`src/rtl/bsg_mcl_axil_pkg.sv`:
```
// Shared definitions for the MCL-over-AXI-lite adapter: AXI-lite bus structs,
// remote AXI-Stream FIFO register offsets, FSM state and sub-op encodings.
package bsg_mcl_axil_pkg;

    typedef struct packed {
        logic [31:0] awaddr;
        logic [2:0]  awprot;
        logic        awvalid;
        logic [31:0] wdata;
        logic [3:0]  wstrb;
        logic        wvalid;
        logic        bready;
        logic [31:0] araddr;
        logic [2:0]  arprot;
        logic        arvalid;
        logic        rready;
    } bsg_axil_mosi_bus_s;

    typedef struct packed {
        logic        awready;
        logic        wready;
        logic [1:0]  bresp;
        logic        bvalid;
        logic        arready;
        logic [31:0] rdata;
        logic [1:0]  rresp;
        logic        rvalid;
    } bsg_axil_miso_bus_s;

    localparam int axil_mosi_bus_width_gp = $bits(bsg_axil_mosi_bus_s);
    localparam int axil_miso_bus_width_gp = $bits(bsg_axil_miso_bus_s);

    localparam logic [1:0] axi_resp_okay_gp = 2'b00;

    localparam logic [31:0] tdfd_offset_gp = 32'h10;
    localparam logic [31:0] tlr_offset_gp  = 32'h14;
    localparam logic [31:0] rdfo_offset_gp = 32'h1C;
    localparam logic [31:0] rdfd_offset_gp = 32'h20;
    localparam logic [31:0] rlr_offset_gp  = 32'h24;

    typedef enum logic [2:0] {
        IDLE,
        WADDR,
        WRESP,
        RADDR,
        RDATA
    } mcl_state_e;

    typedef enum logic [2:0] {
        TX_WORD,
        TX_LEN,
        RX_POLL,
        RX_LEN,
        RX_WORD
    } mcl_op_e;

endpackage

```
`src/rtl/m_axil_mcl_wordbuf.sv`:
```
// Packet-wide shift buffer: parallel load with 32-bit shift-out toward the LSW,
// or 32-bit shift-in at the MSW end with parallel read (LSW arrives first).
module m_axil_mcl_wordbuf #(
    parameter int width_p = 128
) (
    input  logic               clk_i,
    input  logic               load_i,
    input  logic [width_p-1:0] data_i,
    input  logic               shift_out_i,
    input  logic               shift_in_i,
    input  logic [31:0]        word_i,
    output logic [width_p-1:0] data_o
);

    // NOTE: pure datapath storage has no reset; the adapter's valid/full flags
    // decide when its contents mean anything.
    always_ff @(posedge clk_i) begin
        if (load_i) begin
            data_o <= data_i;
        end else if (shift_out_i) begin
            data_o <= {32'b0, data_o[width_p-1:32]};
        end else if (shift_in_i) begin
            data_o <= {word_i, data_o[width_p-1:32]};
        end
    end

endmodule

```
`src/rtl/m_axil_mcl_adapter.sv`:
```
// Bridges an MCL packet valid/ready pair onto AXI-lite accesses of a remote
// AXI-Stream FIFO register block, with one transaction outstanding at a time.
module m_axil_mcl_adapter
    import bsg_mcl_axil_pkg::*;
#(
    parameter int          mcl_width_p            = 128,
    parameter logic [31:0] base_addr_p            = 32'h8000_0000,
    parameter int          axil_mosi_bus_width_lp = axil_mosi_bus_width_gp,
    parameter int          axil_miso_bus_width_lp = axil_miso_bus_width_gp
) (
    input  logic                              clk_i,
    input  logic                              reset_i,
    output logic [axil_mosi_bus_width_lp-1:0] m_axil_mcl_bus_o,
    input  logic [axil_miso_bus_width_lp-1:0] m_axil_mcl_bus_i,
    input  logic                              mcl_v_i,
    input  logic [mcl_width_p-1:0]            mcl_data_i,
    output logic                              mcl_r_o,
    output logic                              mcl_v_o,
    output logic [mcl_width_p-1:0]            mcl_data_o,
    input  logic                              mcl_r_i,
    output logic                              error_o
);

    localparam int                      words_lp     = mcl_width_p / 32;
    localparam int                      cnt_width_lp = $clog2(words_lp + 1);
    localparam logic [cnt_width_lp-1:0] last_word_lp = cnt_width_lp'(words_lp - 1);
    localparam logic [31:0]             words32_lp   = 32'(words_lp);
    localparam logic [31:0]             len_bytes_lp = 32'(words_lp * 4);

    bsg_axil_mosi_bus_s mosi;
    bsg_axil_miso_bus_s miso;

    assign miso             = m_axil_mcl_bus_i;
    assign m_axil_mcl_bus_o = mosi;

    mcl_state_e              state_r;
    mcl_op_e                 op_r;
    logic [cnt_width_lp-1:0] cnt_r;
    logic                    tx_full_r;
    logic                    last_tx_r;
    logic                    awvalid_r, wvalid_r, bready_r, arvalid_r, rready_r;
    logic [31:0]             awaddr_r, wdata_r, araddr_r;

    logic [mcl_width_p-1:0]  tx_data;
    logic                    tx_fire, tx_done, tx_full_n, tx_shift, rx_shift, rx_elig;
    logic [31:0]             poll_words;

    assign tx_fire    = mcl_v_i & mcl_r_o;
    assign tx_done    = (state_r == WRESP) & (op_r == TX_LEN) & miso.bvalid;
    assign tx_full_n  = tx_fire | (tx_full_r & ~tx_done);
    assign tx_shift   = (state_r == WADDR) & (op_r == TX_WORD) & wvalid_r & miso.wready;
    assign rx_shift   = (state_r == RDATA) & (op_r == RX_WORD) & miso.rvalid;
    assign rx_elig    = ~mcl_v_o;
    assign poll_words = (miso.rresp == axi_resp_okay_gp) ? miso.rdata : 32'b0;

    m_axil_mcl_wordbuf #(.width_p(mcl_width_p)) tx_buf (
        .clk_i      (clk_i),
        .load_i     (tx_fire),
        .data_i     (mcl_data_i),
        .shift_out_i(tx_shift),
        .shift_in_i (1'b0),
        .word_i     (32'b0),
        .data_o     (tx_data)
    );

    m_axil_mcl_wordbuf #(.width_p(mcl_width_p)) rx_buf (
        .clk_i      (clk_i),
        .load_i     (1'b0),
        .data_i     ('0),
        .shift_out_i(1'b0),
        .shift_in_i (rx_shift),
        .word_i     (miso.rdata),
        .data_o     (mcl_data_o)
    );

    // Only the low word of the TX buffer is ever presented on wdata.
    logic unused_tx_hi;
    assign unused_tx_hi = ^tx_data[mcl_width_p-1:32];

    always_comb begin
        // NOTE: assign the whole struct a default first so every field is driven
        // on every path and no latch is inferred.
        mosi         = '0;
        mosi.awaddr  = awaddr_r;
        mosi.awvalid = awvalid_r;
        mosi.wdata   = wdata_r;
        mosi.wstrb   = 4'hF;
        mosi.wvalid  = wvalid_r;
        mosi.bready  = bready_r;
        mosi.araddr  = araddr_r;
        mosi.arvalid = arvalid_r;
        mosi.rready  = rready_r;
    end

    // NOTE: all state is updated with non-blocking assignments so every branch
    // sees the pre-edge values of the other registers.
    always_ff @(posedge clk_i or posedge reset_i) begin
        if (reset_i) begin
            state_r   <= IDLE;
            op_r      <= TX_WORD;
            cnt_r     <= '0;
            tx_full_r <= 1'b0;
            last_tx_r <= 1'b0;
            mcl_r_o   <= 1'b0;
            mcl_v_o   <= 1'b0;
            error_o   <= 1'b0;
            awvalid_r <= 1'b0;
            wvalid_r  <= 1'b0;
            bready_r  <= 1'b0;
            arvalid_r <= 1'b0;
            rready_r  <= 1'b0;
            awaddr_r  <= '0;
            wdata_r   <= '0;
            araddr_r  <= '0;
        end else begin
            tx_full_r <= tx_full_n;
            mcl_r_o   <= ~tx_full_n;
            if (mcl_v_o & mcl_r_i) mcl_v_o <= 1'b0;

            unique case (state_r)
                IDLE: begin
                    // On a tie, serve whichever side did not complete last.
                    if (tx_full_r && (!rx_elig || !last_tx_r)) begin
                        op_r      <= TX_WORD;
                        cnt_r     <= '0;
                        awaddr_r  <= base_addr_p + tdfd_offset_gp;
                        wdata_r   <= tx_data[31:0];
                        awvalid_r <= 1'b1;
                        wvalid_r  <= 1'b1;
                        state_r   <= WADDR;
                    end else if (rx_elig) begin
                        op_r      <= RX_POLL;
                        cnt_r     <= '0;
                        araddr_r  <= base_addr_p + rdfo_offset_gp;
                        arvalid_r <= 1'b1;
                        state_r   <= RADDR;
                    end
                end
                WADDR: begin
                    if (miso.awready) awvalid_r <= 1'b0;
                    if (miso.wready)  wvalid_r  <= 1'b0;
                    if ((!awvalid_r || miso.awready) && (!wvalid_r || miso.wready)) begin
                        bready_r <= 1'b1;
                        state_r  <= WRESP;
                    end
                end
                WRESP: begin
                    if (miso.bvalid) begin
                        bready_r <= 1'b0;
                        if (miso.bresp != axi_resp_okay_gp) error_o <= 1'b1;
                        if (op_r == TX_WORD) begin
                            awvalid_r <= 1'b1;
                            wvalid_r  <= 1'b1;
                            state_r   <= WADDR;
                            if (cnt_r == last_word_lp) begin
                                op_r     <= TX_LEN;
                                cnt_r    <= '0;
                                awaddr_r <= base_addr_p + tlr_offset_gp;
                                wdata_r  <= len_bytes_lp;
                            end else begin
                                cnt_r    <= cnt_r + 1'b1;
                                wdata_r  <= tx_data[31:0];
                            end
                        end else begin
                            last_tx_r <= 1'b1;
                            state_r   <= IDLE;
                        end
                    end
                end
                RADDR: begin
                    if (miso.arready) begin
                        arvalid_r <= 1'b0;
                        rready_r  <= 1'b1;
                        state_r   <= RDATA;
                    end
                end
                RDATA: begin
                    if (miso.rvalid) begin
                        rready_r <= 1'b0;
                        if (miso.rresp != axi_resp_okay_gp) error_o <= 1'b1;
                        unique case (op_r)
                            RX_POLL: begin
                                if (poll_words < words32_lp) begin
                                    last_tx_r <= 1'b0;
                                    state_r   <= IDLE;
                                end else begin
                                    op_r      <= RX_LEN;
                                    araddr_r  <= base_addr_p + rlr_offset_gp;
                                    arvalid_r <= 1'b1;
                                    state_r   <= RADDR;
                                end
                            end
                            RX_LEN: begin
                                op_r      <= RX_WORD;
                                cnt_r     <= '0;
                                araddr_r  <= base_addr_p + rdfd_offset_gp;
                                arvalid_r <= 1'b1;
                                state_r   <= RADDR;
                            end
                            RX_WORD: begin
                                if (cnt_r == last_word_lp) begin
                                    cnt_r     <= '0;
                                    mcl_v_o   <= 1'b1;
                                    last_tx_r <= 1'b0;
                                    state_r   <= IDLE;
                                end else begin
                                    cnt_r     <= cnt_r + 1'b1;
                                    arvalid_r <= 1'b1;
                                    state_r   <= RADDR;
                                end
                            end
                            default: state_r <= IDLE;
                        endcase
                    end
                end
                default: state_r <= IDLE;
            endcase
        end
    end

endmodule

```
`config.mk`:
```
export PLATFORM = sky130hd
export DESIGN_NAME = m_axil_mcl_adapter
export DESIGN_NICKNAME = d
export VERILOG_FILES = /design/src/rtl/bsg_mcl_axil_pkg.sv /design/src/rtl/m_axil_mcl_wordbuf.sv /design/src/rtl/m_axil_mcl_adapter.sv
export SDC_FILE = /design/constraint.sdc
export NUM_CORES = 1
export LEC_CHECK = 0
export BUFFER_PORTS_ARGS = -buffer_cell sky130_fd_sc_hd__buf_2
export CAP_MARGIN = 20
export CORE_ASPECT_RATIO = 0.6
export CORE_MARGIN = 2
export CORE_UTILIZATION = 50
export DETAILED_ROUTE_END_ITERATION = 12
export PLACE_DENSITY = 0.81
export SLEW_MARGIN = 30
export SYNTH_ARGS = -nofsm -noshare
export SYNTH_HDL_FRONTEND = slang
export SYNTH_SLANG_ARGS = --single-unit
```
`constraint.sdc`:
```
create_clock -name clk_i -period 12.5 [get_ports clk_i]
set_input_delay 1.25 -clock clk_i [delete_from_list [all_inputs] [get_ports clk_i]]
set_output_delay 1.25 -clock clk_i [all_outputs]
set_load 0.01 [all_outputs]
```
* Word level (Yosys, flattened, before mapping)
Cells that the tools add are included.
** Word-level totals
- Bits in registers :: 371
- Input bits :: 173
- Output and inout bits :: 242
** Operators by class
- Add/sub/neg operators :: 1
- Magnitude comparators :: 1
- Equal/unequal tests :: 32
- Muxes and demuxes :: 85
- Bitwise gates (word level) :: 13
- Reductions and logical operators :: 35
** Operator list (count)
- 32-bit two-way mux :: 13
- 128-bit two-way mux :: 2
- 32-bit one-hot mux with 2 select lines :: 4
- 3-bit two-way mux :: 19
- 32-bit by 3-bit less-than comparator with 1-bit output (second input constant) :: 1
- 1-bit two-way mux :: 30
- 3-bit one-hot mux with 3 select lines :: 3
- 5-bit AND reduction :: 5
- 2-bit != test (second input constant) :: 9
- 8-bit AND reduction :: 2
- 2-bit nonzero test :: 8
- 3-bit by 2-bit == test with 1-bit output (second input constant) :: 5
- 3-bit one-hot mux with 5 select lines :: 1
- 3-bit != test (second input constant) :: 4
- 1-bit one-hot mux with 3 select lines :: 4
- 3-bit one-hot mux with 2 select lines :: 2
- 6-bit AND reduction :: 2
- 1-bit AND :: 10
- 2-bit by 1-bit != test with 1-bit output (second input constant) :: 5
- 1-bit one-hot mux with 2 select lines :: 5
- 3-bit by 1-bit != test with 1-bit output (second input constant) :: 3
- 3-bit nonzero test :: 3
- 7-bit AND reduction :: 1
- 3-bit by 1-bit == test with 1-bit output (second input constant) :: 2
- other kinds (14) :: 24

* Longest topological paths before layout
- Word-level depth :: 7
- Depth in mapped cells :: 7

* Modules after synthesis
From an unflattened synthesis, not the netlist that was laid out.
** Unflattened totals
- Cells, all modules :: 950
- Area, all modules :: 14674.1 um2
** By module, submodules not included
- m_axil_mcl_wordbuf :: instances 2, cells each 278, area an instance 5612.9 um2, sequential area each 3843.7 um2
- m_axil_mcl_adapter :: instances 1, cells each 394, area an instance 3448.3 um2, sequential area each 1426.4 um2

* Worst setup path after synthesis
Ideal clock, no wire load.
- Path type :: input -> register
- Start :: input port m_axil_mcl_bus_i[39]
- End :: register tx_buf.data_o[0] (enable)
- Data arrival time :: 10.290 ns
- Required time :: 11.708 ns
- Slack :: 1.419 ns
- Stages on the path :: 2
- Buffers on the path :: 0
- Cells stage by stage :: nand4_1 o21ai_0
** Between the ends
- Cells in the longest elaborated chain, start to end :: 2
** Ends and longest elaborated chain
- start, declared :: line m_axil_mcl_adapter.sv:14 : input logic [axil_miso_bus_width_lp-1:0] m_axil_mcl_bus_i,
- 1-bit AND :: line m_axil_mcl_adapter.sv:51 : assign tx_shift = (state_r == WADDR) & (op_r == TX_WORD) & wvalid_r & miso.wready;
- 2-bit nonzero test (no source line)
- end signal, assigned :: line m_axil_mcl_wordbuf.sv:19 : data_o <= data_i;
- end signal, assigned :: line m_axil_mcl_wordbuf.sv:21 : data_o <= {32'b0, data_o[width_p-1:32]};
- end signal, assigned :: line m_axil_mcl_wordbuf.sv:23 : data_o <= {word_i, data_o[width_p-1:32]};
- end, declared :: line m_axil_mcl_wordbuf.sv:12 : output logic [width_p-1:0] data_o
Every way passes these cells.
A chain may end at the register's enable or synchronous reset.

* Final worst setup path
- Start :: input port mcl_v_i
- End :: register tx_buf.data_o[98] (enable)
** Between the ends
- Cells in the longest elaborated chain, start to end :: 2
** Ends and longest elaborated chain
- start, declared :: line m_axil_mcl_adapter.sv:15 : input logic mcl_v_i,
- 1-bit AND :: line m_axil_mcl_adapter.sv:48 : assign tx_fire = mcl_v_i & mcl_r_o;
- 2-bit nonzero test (no source line)
Every way passes these cells.

==> impl_metrics.ini <==
[outcome]
outcome = complete, no violations

[detailed_routing]
router_iterations_before_antenna_repair = 6
drt-initial-drc-count = 554
vias = 7462
avgViaCountPerCell = 5.04
route.detailed.wl_per_inst_um = 19.0
drc = 0
drtAntennaViolNets = 0
routed_wl_mm = 28.0

[timing]
tightestPinTransition_ns = 0.870
worst_slew_margin_rel = 0.405
clock.fmax_mhz = 274
timing.final.crit_share = 0.292
worst_hold_slack_ns = 0.441
tns_ns = 0
final.min_clock_period_ns = 3.65
setup_slack_ns = 8.85
timing.final.max_slew_violations = 0
finalHoldViolCount = 0
setup-violations-final = 0
timing.clock.skew_ns = 0.00882
setup_repair_after_global_routing_missed_its_margin = no

[logic_synthesis]
synth.yosys.seq_area_share = 0.734
yosysUniqueCellTypes = 52
avgSynthCellArea_um2 = 15.6
syn_area_um2 = 12400
netlist_top_cells_area = sky130_fd_sc_hd__edfxtp_1 (62%), sky130_fd_sc_hd__dfrtp_1 (11%), sky130_fd_sc_hd__mux2_2 (8.9%), sky130_fd_sc_hd__buf_4 (4.5%), sky130_fd_sc_hd__nand2_1 (2.4%)
synth_ff_type = sky130_fd_sc_hd__edfxtp_1
synthesis.instances = 795
cell_taking_the_most_area_after_synthesis = sky130_fd_sc_hd__edfxtp_1
synth_async_sr_flop_share = 0.182
synth_top_cell_area_share = 0.619
netlist_top_cells_count = sky130_fd_sc_hd__edfxtp_1 (256), sky130_fd_sc_hd__mux2_2 (98), sky130_fd_sc_hd__nand2_1 (78)
synth_warnings = 0
synth-edff-count = 256
synth_seq_cells = 313
synthMostInstantiatedCell = sky130_fd_sc_hd__edfxtp_1

[job]
cap_viol_max_count = 0

[global_route]
grt_antenna_before_repair = 4
grt_start_max_net_pins = 87
grt.overflow.total = 0
grt_util_all_layers = 0.211
wire_length_of_the_first_global_routing_pass_mm = 42.6
number_of_global_route_vias_before_repair = 7285

[clocking]
cts.hold.buffers_added = 0
post_cts_buffers = 0
worst_skew_pair.late_latency_ns = 0.54
cts_sinks = 313
clock_tree.root_cell = sky130_fd_sc_hd__clkbuf_16
cts.repair.resized = 0
tritoncts.num_buffers = 28
clockBufferDepth = 3
cts.htree.levels = 1
tritoncts = yes
clk_pin_slew_ns = 0.06

[floorplan]
io-pin-count = 415
initial_core_util = 0.512
floorplan.die.height_um = 126
rows = 44
dieWidth_um = 207
area_of_the_core_region_um2 = 24300
floorplan.die_area_um2 = 26200

[setup_path]
critical_path_arrival_ns = 3.82
crit_path_max_cell_delay_ns = 0.78
cells_along_the_critical_path = buf_2, nand2_4, o21ai_4, buf_4, buf_4
timing.critical_path.mode_cell = sky130_fd_sc_hd__buf_4
setup.reg_to_reg.worst_slack_ns = 8.92
worst_setup_path_start_kind = input port
worst-endpoint-required_ns = 12.67
critical_path.endpoint_type = flop
critPathSlowestCell = sky130_fd_sc_hd__buf_4
critical_path.max_fanout = 68
setup.worst_path.class = input port to flop

[power_and_ir_drop]
switching_fraction = 0.282
p_sw_uw = 800
pwr-share-comb = 0.206
power.share.clock = 0.297
ir_drop_v = 0.000117
power.leakage_nw = 6.27
power.internal_mw = 2.04
p_seq_frac = 0.498
pwr_per_cell_area_nw_per_um2 = 188

[final_layout]
layout.area.seq_um2 = 9110
multi_input_comb_area_um2 = 2850
fin_nets = 1308
final_core_util = 0.622
area_growth_syn_to_layout_pct = 21.5
fillerInstances = 1834
final_layout_size_suffix_gt1_frac = 0.439

[placement]
port-buffer-count = 348
preCtsSetupSlack_ns = 8.28
place_hpwl_mm = 20.1
finalWeightedCongestion = 0.870

[worst_hold_path]
min_path_type = flop to flop
## worst paths after layout
check / startpoint / end / depth (start not counted)
min in group asynchronous: reset_i / awvalid_r / 3
worst min register to register: rx_buf.data_o[58] / rx_buf.data_o[26] / 0
worst min-delay path: rx_buf.data_o[58] / rx_buf.data_o[26] / 0
max in group asynchronous: reset_i / wdata_r[13] / 3
worst max register to register: op_r[0] / tx_buf.data_o[98] / 5
worst max-delay path: mcl_v_i / tx_buf.data_o[98] / 5
## power by group through the flow
stage,clock network (mW),registers (mW),logic [mW]
after floorplan,0,1.44,0.420
after global placement,0,1.43,0.569
after detailed placement,0,1.43,0.584
after CTS,0.863,1.41,0.588
after global routing,0.906,1.43,0.653
final,0.842,1.41,0.585
## cell type report
type                       instances  area share
timing repair buffer             354       0.119
clock buffer                      42      0.0546
multi-input combinational        430       0.189
antenna                            2    0.000332
sequential                       313       0.604
clock inverter                    10     0.00539
inverter                           7     0.00174
tap                              322      0.0267
## per-layer routing
| layer | global-route usage | vias up | routed length (um) |
|---|---|---|---|
| met4 | 0.0437 | 6 | 493 |
| met1 | 0.303 | 3578 | 12200 |
| li1 | - | 3506 | - |
| met2 | 0.335 | 329 | 13300 |
| met3 | 0.0461 | 43 | 2070 |
| met5 | 0 | - | 41 |
## sequential cells by signal (all words and copies together) (netlist names), 2 cells and up
register,cells
state_r,3
awaddr_r,2
araddr_r,4
op_r,3
rx_buf.data_o,128
tx_buf.data_o,128
cnt_r,3
wdata_r,32
## worst max-delay path: cells and delay by family
kind,cells,cell delay [ns]
buffers and inverters,3,1.84
and+or+nand+nor,1,0.47
AOI/OAI and AO/OA,1,0.16
## cells by family (layout without fill, tap and decap cells)
group / after synthesis / after routing / synth area share
flip-flops: 313 / 313 / 0.734
AND/OR/NAND/NOR: 173 / 173 / 0.0706
buffers and inverters: 116 / 413 / 0.0586
multiplexers: 99 / 99 / 0.0897
AO/OA/AOI/OAI: 90 / 90 / 0.0450
other: 2 / 68 / 0.000605
adder cells (fa/ha/maj): 1 / 1 / 0.00101
XOR/XNOR: 1 / 1 / 0.000705
## metrics by stage
stage / power [mW] / cells / instance area (um^2)
2_1_floorplan: 1.86 / 859 / 12700
3_3_place_gp: 1.99 / 1426 / 14200
3_5_place_dp: 2.02 / 1426 / 14200
4_1_cts: 2.86 / 1478 / 15100
5_1_grt: 2.99 / 1478 / 15100
6_report: 2.84 / 1480 / 15100
## cells in the final DEF (no fill, tap or decap), types with 2 or more instances in the layout
master                        n
sky130_fd_sc_hd__a21oi_1     13
sky130_fd_sc_hd__nand2b_1     4
sky130_fd_sc_hd__clkbuf_1     8
sky130_fd_sc_hd__a21boi_0     2
sky130_fd_sc_hd__o21a_1       4
sky130_fd_sc_hd__inv_2        2
sky130_fd_sc_hd__o211a_1      2
sky130_fd_sc_hd__a22o_1       5
sky130_fd_sc_hd__nand3_1      2
sky130_fd_sc_hd__inv_1        5
sky130_fd_sc_hd__a31oi_1      3
sky130_fd_sc_hd__a32o_1       2
sky130_fd_sc_hd__clkinv_4     2
sky130_fd_sc_hd__a21o_1       2
sky130_fd_sc_hd__nand2_1     75
sky130_fd_sc_hd__and3_1      32
sky130_fd_sc_hd__nor2_1      11
sky130_fd_sc_hd__nor4b_1      2
sky130_fd_sc_hd__nor3_1       7
sky130_fd_sc_hd__and2_1       3
sky130_fd_sc_hd__nand3b_1     2
sky130_fd_sc_hd__mux2_2      98
sky130_fd_sc_hd__edfxtp_1   256
sky130_fd_sc_hd__nand4_1      5
sky130_fd_sc_hd__nor2b_1      6
sky130_fd_sc_hd__clkbuf_16   29
sky130_fd_sc_hd__nor4_1      11
sky130_fd_sc_hd__o21ai_0     41
sky130_fd_sc_hd__diode_2      2
sky130_fd_sc_hd__buf_2      348
sky130_fd_sc_hd__o211ai_1     5
sky130_fd_sc_hd__dfrtp_1     57
sky130_fd_sc_hd__clkinv_2     6
sky130_fd_sc_hd__nand2_4      2
sky130_fd_sc_hd__clkbuf_8     5
sky130_fd_sc_hd__or3_1        3
sky130_fd_sc_hd__buf_4        5
sky130_fd_sc_hd__conb_1      66
Power figures use the tool's default switching activity.
